==> src/rtl/rv32i_pkg.sv <==
// Shared RV32I definitions: opcode/funct constants, control enums and the
// funct3 -> ALU operation mapping used by both OP and OP-IMM decode.
package rv32i_pkg;

    localparam logic [6:0] OPC_LUI    = 7'b0110111;
    localparam logic [6:0] OPC_AUIPC  = 7'b0010111;
    localparam logic [6:0] OPC_JAL    = 7'b1101111;
    localparam logic [6:0] OPC_JALR   = 7'b1100111;
    localparam logic [6:0] OPC_BRANCH = 7'b1100011;
    localparam logic [6:0] OPC_LOAD   = 7'b0000011;
    localparam logic [6:0] OPC_STORE  = 7'b0100011;
    localparam logic [6:0] OPC_OP_IMM = 7'b0010011;
    localparam logic [6:0] OPC_OP     = 7'b0110011;

    localparam logic [2:0] F3_ADD_SUB = 3'b000;
    localparam logic [2:0] F3_SLL     = 3'b001;
    localparam logic [2:0] F3_SLT     = 3'b010;
    localparam logic [2:0] F3_SLTU    = 3'b011;
    localparam logic [2:0] F3_XOR     = 3'b100;
    localparam logic [2:0] F3_SRL_SRA = 3'b101;
    localparam logic [2:0] F3_OR      = 3'b110;
    localparam logic [2:0] F3_AND     = 3'b111;

    localparam logic [2:0] F3_BEQ  = 3'b000;
    localparam logic [2:0] F3_BNE  = 3'b001;
    localparam logic [2:0] F3_BLT  = 3'b100;
    localparam logic [2:0] F3_BGE  = 3'b101;
    localparam logic [2:0] F3_BLTU = 3'b110;
    localparam logic [2:0] F3_BGEU = 3'b111;

    localparam logic [2:0] F3_WORD = 3'b010;
    localparam logic [6:0] F7_BASE = 7'b0000000;
    localparam logic [6:0] F7_ALT  = 7'b0100000;

    typedef enum logic [3:0] {
        ALU_ADD, ALU_SUB, ALU_SLL, ALU_SLT, ALU_SLTU,
        ALU_XOR, ALU_SRL, ALU_SRA, ALU_OR, ALU_AND
    } alu_op_e;

    typedef enum logic [2:0] {
        WB_NONE, WB_ALU, WB_MEM, WB_PC4, WB_IMM, WB_PC_IMM
    } wb_sel_e;

    typedef enum logic [1:0] {
        PC_SEQ, PC_REL, PC_JALR
    } pc_sel_e;

    // alt selects SUB/SRA; callers only raise it where funct7 permits.
    function automatic alu_op_e alu_op_from(input logic [2:0] f3, input logic alt);
        case (f3)
            F3_ADD_SUB: return alt ? ALU_SUB : ALU_ADD;
            F3_SLL:     return ALU_SLL;
            F3_SLT:     return ALU_SLT;
            F3_SLTU:    return ALU_SLTU;
            F3_XOR:     return ALU_XOR;
            F3_SRL_SRA: return alt ? ALU_SRA : ALU_SRL;
            F3_OR:      return ALU_OR;
            F3_AND:     return ALU_AND;
            default:    return ALU_ADD;
        endcase
    endfunction

endpackage

==> src/rtl/rv32i_alu.sv <==
// RV32I integer ALU: result for the selected operation plus the equality and
// signed/unsigned less-than flags that drive branch resolution.
module rv32i_alu
    import rv32i_pkg::*;
(
    input  logic [31:0] a,
    input  logic [31:0] b,
    input  alu_op_e     op,
    output logic [31:0] result,
    output logic        eq,
    output logic        lt,
    output logic        ltu
);
    logic signed [31:0] a_s;
    logic signed [31:0] b_s;
    logic        [4:0]  shamt;

    assign a_s   = a;
    assign b_s   = b;
    assign shamt = b[4:0];

    assign eq  = (a == b);
    assign lt  = (a_s < b_s);
    assign ltu = (a < b);

    always_comb begin
        result = '0;
        case (op)
            ALU_ADD:  result = a + b;
            ALU_SUB:  result = a - b;
            ALU_SLL:  result = a << shamt;
            ALU_SLT:  result = {31'd0, lt};
            ALU_SLTU: result = {31'd0, ltu};
            ALU_XOR:  result = a ^ b;
            ALU_SRL:  result = a >> shamt;
            ALU_SRA:  result = a_s >>> shamt;
            ALU_OR:   result = a | b;
            ALU_AND:  result = a & b;
            default:  result = '0;
        endcase
    end

endmodule

==> src/rtl/rv32i_core.sv <==
// Single-cycle RV32I core: decode and execute are combinational from
// Prog_BUS_READ; register writeback and PC update share the rising edge.
module rv32i_core
    import rv32i_pkg::*;
#(
    parameter logic [31:0] RESET_PC = 32'h0000_0000
) (
    input  logic        CLK,
    input  logic        Reset,
    input  logic [31:0] Prog_BUS_READ,
    input  logic [31:0] Data_BUS_READ,
    output logic [31:0] ADDR_Prog,
    output logic        CS_P,
    output logic [31:0] ADDR,
    output logic [31:0] Data_BUS_WRITE,
    output logic        CS,
    output logic        WE
);
    logic [31:0] pc, pc_next, pc_raw, pc_plus4, pc_target;
    logic [31:0] regs [32];
    logic [31:0] instr, rs1_val, rs2_val, alu_b, alu_result, wb_data;
    logic [31:0] imm, imm_i, imm_s, imm_b, imm_u, imm_j;
    logic [6:0]  opcode, funct7;
    logic [2:0]  funct3;
    logic [4:0]  rd, rs1, rs2;
    alu_op_e     alu_op;
    wb_sel_e     wb_sel;
    pc_sel_e     pc_sel;
    logic        use_rs2, is_branch, mem_rd, mem_wr;
    logic        br_eq, br_lt, br_ltu, br_taken;
    logic        op_legal, op_imm_legal;

    assign instr  = Prog_BUS_READ;
    assign opcode = instr[6:0];
    assign rd     = instr[11:7];
    assign funct3 = instr[14:12];
    assign rs1    = instr[19:15];
    assign rs2    = instr[24:20];
    assign funct7 = instr[31:25];

    assign imm_i = {{20{instr[31]}}, instr[31:20]};
    assign imm_s = {{20{instr[31]}}, instr[31:25], instr[11:7]};
    assign imm_b = {{19{instr[31]}}, instr[31], instr[7], instr[30:25], instr[11:8], 1'b0};
    assign imm_u = {instr[31:12], 12'd0};
    assign imm_j = {{11{instr[31]}}, instr[31], instr[19:12], instr[20], instr[30:21], 1'b0};

    // Register reads see the pre-edge contents, so same-cycle writes are not forwarded.
    assign rs1_val = (rs1 == 5'd0) ? '0 : regs[rs1];
    assign rs2_val = (rs2 == 5'd0) ? '0 : regs[rs2];

    // funct7 encodings outside the base ISA (e.g. M extension) fall through as NOPs.
    assign op_legal     = (funct7 == F7_BASE) ||
                          (funct7 == F7_ALT && (funct3 == F3_ADD_SUB || funct3 == F3_SRL_SRA));
    assign op_imm_legal = (funct3 == F3_SLL)     ? (funct7 == F7_BASE) :
                          (funct3 == F3_SRL_SRA) ? (funct7 == F7_BASE || funct7 == F7_ALT) :
                          1'b1;

    always_comb begin
        imm       = '0;
        alu_op    = ALU_ADD;
        use_rs2   = 1'b0;
        is_branch = 1'b0;
        wb_sel    = WB_NONE;
        pc_sel    = PC_SEQ;
        mem_rd    = 1'b0;
        mem_wr    = 1'b0;
        case (opcode)
            OPC_LUI: begin
                imm    = imm_u;
                wb_sel = WB_IMM;
            end
            OPC_AUIPC: begin
                imm    = imm_u;
                wb_sel = WB_PC_IMM;
            end
            OPC_JAL: begin
                imm    = imm_j;
                wb_sel = WB_PC4;
                pc_sel = PC_REL;
            end
            OPC_JALR: if (funct3 == 3'b000) begin
                imm    = imm_i;
                wb_sel = WB_PC4;
                pc_sel = PC_JALR;
            end
            OPC_BRANCH: begin
                imm       = imm_b;
                use_rs2   = 1'b1;
                is_branch = 1'b1;
            end
            OPC_LOAD: if (funct3 == F3_WORD) begin
                imm    = imm_i;
                mem_rd = 1'b1;
                wb_sel = WB_MEM;
            end
            OPC_STORE: if (funct3 == F3_WORD) begin
                imm    = imm_s;
                mem_wr = 1'b1;
            end
            OPC_OP_IMM: if (op_imm_legal) begin
                imm    = imm_i;
                alu_op = alu_op_from(funct3, funct3 == F3_SRL_SRA && funct7 == F7_ALT);
                wb_sel = WB_ALU;
            end
            OPC_OP: if (op_legal) begin
                use_rs2 = 1'b1;
                alu_op  = alu_op_from(funct3, funct7 == F7_ALT);
                wb_sel  = WB_ALU;
            end
            default: ;
        endcase
    end

    assign alu_b = use_rs2 ? rs2_val : imm;

    rv32i_alu u_alu (
        .a      (rs1_val),
        .b      (alu_b),
        .op     (alu_op),
        .result (alu_result),
        .eq     (br_eq),
        .lt     (br_lt),
        .ltu    (br_ltu)
    );

    always_comb begin
        case (funct3)
            F3_BEQ:  br_taken = br_eq;
            F3_BNE:  br_taken = !br_eq;
            F3_BLT:  br_taken = br_lt;
            F3_BGE:  br_taken = !br_lt;
            F3_BLTU: br_taken = br_ltu;
            F3_BGEU: br_taken = !br_ltu;
            default: br_taken = 1'b0;
        endcase
    end

    assign pc_plus4  = pc + 32'd4;
    assign pc_target = pc + imm;

    always_comb begin
        pc_raw = pc_plus4;
        if (pc_sel == PC_JALR)
            pc_raw = alu_result & ~32'd1;
        else if (pc_sel == PC_REL || (is_branch && br_taken))
            pc_raw = pc_target;
        pc_next = pc_raw & ~32'd3;
    end

    always_comb begin
        case (wb_sel)
            WB_ALU:    wb_data = alu_result;
            WB_MEM:    wb_data = Data_BUS_READ;
            WB_PC4:    wb_data = pc_plus4;
            WB_IMM:    wb_data = imm;
            WB_PC_IMM: wb_data = pc_target;
            default:   wb_data = '0;
        endcase
    end

    always_ff @(posedge CLK or negedge Reset) begin
        if (!Reset)
            pc <= RESET_PC;
        else
            pc <= pc_next;
    end

    always_ff @(posedge CLK or negedge Reset) begin
        if (!Reset) begin
            for (int i = 0; i < 32; i++)
                regs[i] <= '0;
        end else if (wb_sel != WB_NONE && rd != 5'd0) begin
            regs[rd] <= wb_data;
        end
    end

    // Bus outputs are held inactive for as long as Reset is low.
    assign ADDR_Prog      = pc;
    assign CS_P           = Reset;
    assign CS             = Reset && (mem_rd || mem_wr);
    assign WE             = Reset && mem_wr;
    assign ADDR           = Reset ? alu_result : '0;
    assign Data_BUS_WRITE = Reset ? rs2_val : '0;

endmodule

==> config.mk <==
export PLATFORM = sky130hd
export DESIGN_NAME = rv32i_core
export DESIGN_NICKNAME = d
export VERILOG_FILES = /design/src/rtl/rv32i_pkg.sv /design/src/rtl/rv32i_alu.sv /design/src/rtl/rv32i_core.sv
export SDC_FILE = /design/constraint.sdc
export NUM_CORES = 2
export LEC_CHECK = 0
export BUFFER_PORTS_ARGS = -buffer_cell sky130_fd_sc_hd__buf_2
export CORE_ASPECT_RATIO = 1.25
export CORE_MARGIN = 8
export CORE_UTILIZATION = 55
export CTS_BUF_LIST = sky130_fd_sc_hd__clkbuf_4 sky130_fd_sc_hd__clkbuf_8
export DETAILED_ROUTE_END_ITERATION = 8
export PLACE_DENSITY = 0.77
export RECOVER_POWER = 100
export SYNTH_ARGS = -nofsm -noshare
export SYNTH_HDL_FRONTEND = slang
export SYNTH_SLANG_ARGS = --single-unit
export TNS_END_PERCENT = 20
==> constraint.sdc <==
create_clock -name CLK -period 14.8 [get_ports CLK]
set_input_delay 2.96 -clock CLK [delete_from_list [all_inputs] [get_ports CLK]]
set_output_delay 2.96 -clock CLK [all_outputs]
set_load 0.02 [all_outputs]
==> qor.csv <==
metric,value,unit
slew margin rel.,-223,%
Avg WL per Cell,35.0,µm
final hold vios,0,
RSZ-0062 raised after global routing,false,
nets,6678,
maximum root-to-sink buffer count,3,
# DRC,0,
Final TNS setup,0,ns
Final Power,6650,µW
top_reg_cell synth,dfrtp_1,
#FFs+latches synth,1054,
Startpoint Class,input pin,
Iter 0 DRT Violations,8330,
Max IR drop VDD,99.0,µV
Detailed Place HPWL,199,mm
slew at the pin closest to its max-slew limit,4.79,ns
Hold Path Class,flip-flop to flip-flop,
Setup Viol. Count Final,0,
Crit path depth,18,
hold path cells,0,
top layer in use,met5,
CP bufs+invs,7,
Crit. End Element,output port,
Routed Antenna Nets,0,
max-cap viol count,41,
worst-path cell chain,buf_8 -> nor2b_1 -> nand2_1 -> a41o_1 -> o21ai_0 -> buf_4 -> o21ai_2 -> inv_1 -> clkbuf_1 -> o21ai_0 -> o211a_1 -> a211o_1 -> a2111oi_0 -> buf_4 -> o311ai_0 -> clkbuf_1 -> and2_1 -> clkbuf_1,
synthesized area per cell,10.5,µm²
r2r worst-path depth,16,
"Remaining Overflow, GRT",0,
CP max-delay cell,inv_1,
Max Freq,70.3,MHz
antenna violations before repair,21,
TritonCTS sink count,1054,
vias in the first global route,59086,
post-layout minimum cycle time,14.22,ns
Mapped Area,69100,µm²
row count,145,
pwr dens,89.5,nW/µm²
metal3 WL,33.2,mm
"area leader, netlist",dfrtp_1,
ys async rst share,100,%
num ports,165,
Via-to-Cell Ratio,7.24,
synth unique cells,107,
critical path class,input pin to output port,
clk root buf,clkbuf_8,
Vias,59624,
family with the most delay on the worst path,buffers and inverters,
Setup Buffers After CTS,0,
largest net degree at the start of global routing,164,
Worst Hold Slack,0.398,ns
Setup Skew,0.0700,ns
failing checks,"max-capacitance violations, max-slew violations",
DRT Wirelength,289,mm
P&R area growth vs syn,7.53,%
CP Max Fanout,90,
die width,333,µm
met2 wire len,126,mm
P_leak,0.0324,µW
worst skew pair latency,0.95,ns
sequential area share after synthesis,38.2,%
post-cts resize count,0,
outcome,"complete, but fails checks",
first-pass GRT wire length,413,mm
WL met1,99.0,mm
arrival time at the worst endpoint,11.26,ns
Starting Density,55.4,%
overall routing resource usage,41.2,%
Worst Path Required,11.84,ns
Crit path largest cell delay,1.04,ns
most frequent cell after synthesis,dfrtp_1,
"Reg clk slew, reported paths",0.06,ns
Max H-tree Level,4,
CTS tree,done,
quantity of hold-fixing buffers added after cts,0,
period utilisation layout,96.1,%
cells after synthesis,6565,
Area contributors post-synth,"dfrtp_1 (38%), mux4_2 (17%), mux2_2 (5.6%), o21ai_0 (5.3%), nand2_1 (4.4%)",
"Slew Viols, Final",1714,
DIE AREA,137000,µm²
core box area,125000,µm²
first drt pass iteration count,7,
"top cells by count, synth","dfrtp_1 (1054), nand2_1 (817), o21ai_0 (727)",
yosys warns,0,
cts bufs inserted,166,
layout cells sized above 1,23.5,%
Post-synth EDFFs,0,
die height,412,µm
Most Frequent Cell on Critical Path,clkbuf_1,
Port Buffer Count,162,
gpl congestion,1.10,
Yosys top cell area share,38.2,%
-- layout make-up --
type | count | area, µm²
fillers | 10196 | 50500
well taps | 1617 | 2020
diodes | 14 | 35.0
repair buffers | 380 | 2380
multi-input cells | 4731 | 39300
flip-flops and latches | 1054 | 26400
clock buffers | 257 | 3220
inverters | 147 | 554
clock inverters | 38 | 450
-- power by group --
| group | switching (µW) | internal (µW) |
|---|---|---|
| logic | 631 | 292 |
| registers | 61.1 | 2920 |
| clock network | 1240 | 1500 |
-- per-layer routing --
metal	global-route usage, %	vias to the layer above
li1	-	24182
met1	49.3	29698
met2	61.3	4441
met3	12.2	1295
met4	34.5	8
met5	0	-
-- cells in the final DEF (no fill, tap or decap), types with 88 or more instances in the layout --
cell / instances
buf_2: 93
a21oi_1: 308
clkbuf_1: 99
ha_1: 129
o21ai_0: 727
inv_1: 139
mux2i_1: 245
nand3_1: 88
nand2_1: 803
buf_4: 173
mux4_2: 534
mux2_2: 335
dfrtp_1: 1054
nor2_1: 360
clkbuf_8: 206
o211ai_1: 103
-- worst register-to-register path, cell delays in order, from the launching register on --
cell and delay [ns]:
dfrtp_1 0.41, mux4_2 0.45, mux2i_1 0.23, nor3_1 0.09, o21ai_0 0.44, buf_4 0.35, o21ai_2 0.26, inv_1 1.05
clkbuf_1 0.96, mux2i_1 0.55, mux2i_1 0.22, a22o_1 0.33, a311oi_1 0.75, nor3_1 0.11, clkbuf_1 0.23, o21ai_0 3.51
mux2_2 0.68
-- final timing paths --
kind / startpoint / to / slack (ns)
worst max-delay path: Prog_BUS_READ[21] / ADDR[19] / 0.58
worst min-delay path: regs[997]$_DFFE_PN0P_ / regs[997]$_DFFE_PN0P_ / 0.40
worst min register to register: regs[997]$_DFFE_PN0P_ / regs[997]$_DFFE_PN0P_ / 0.40
worst max register to register: regs[320]$_DFFE_PN0P_ / regs[93]$_DFFE_PN0P_ / 4.02
min in group asynchronous: Reset / regs[1017]$_DFFE_PN0P_ / 3.69
max in group asynchronous: Reset / regs[179]$_DFFE_PN0P_ / 2.44
-- cell families (layout without fill, tap and decap cells) --
kind of cell	after synthesis	in the layout	share of synthesized area, %
flip-flops	1054	1054	38.2
AO/OA/AOI/OAI	1719	1719	15.3
AND/OR/NAND/NOR	1643	1643	10.4
other	1	16	0.00543
buffers and inverters	781	822	5.16
adder cells (fa/ha/maj)	132	132	2.42
XOR/XNOR	70	70	0.887
multiplexers	1165	1165	27.6
-- sequential cells by signal (all words and copies together), names as in the netlist --
| name | cells |
|---|---|
| regs | 1024 |
| ADDR_Prog | 30 |
-- through the flow --
step	cell area, µm²	cells	worst slack, ns	util (%)
4_1_cts	74800	8224	1.86	59.9
3_5_place_dp	71100	7929	1.90	57.0
2_1_floorplan	69100	6566	2.60	-
5_1_grt	74300	8226	0.731	59.5
6_report	74300	8238	0.583	59.5
3_3_place_gp	71100	7929	1.86	57.0
Note: power is estimated with default switching activity, not from simulation.
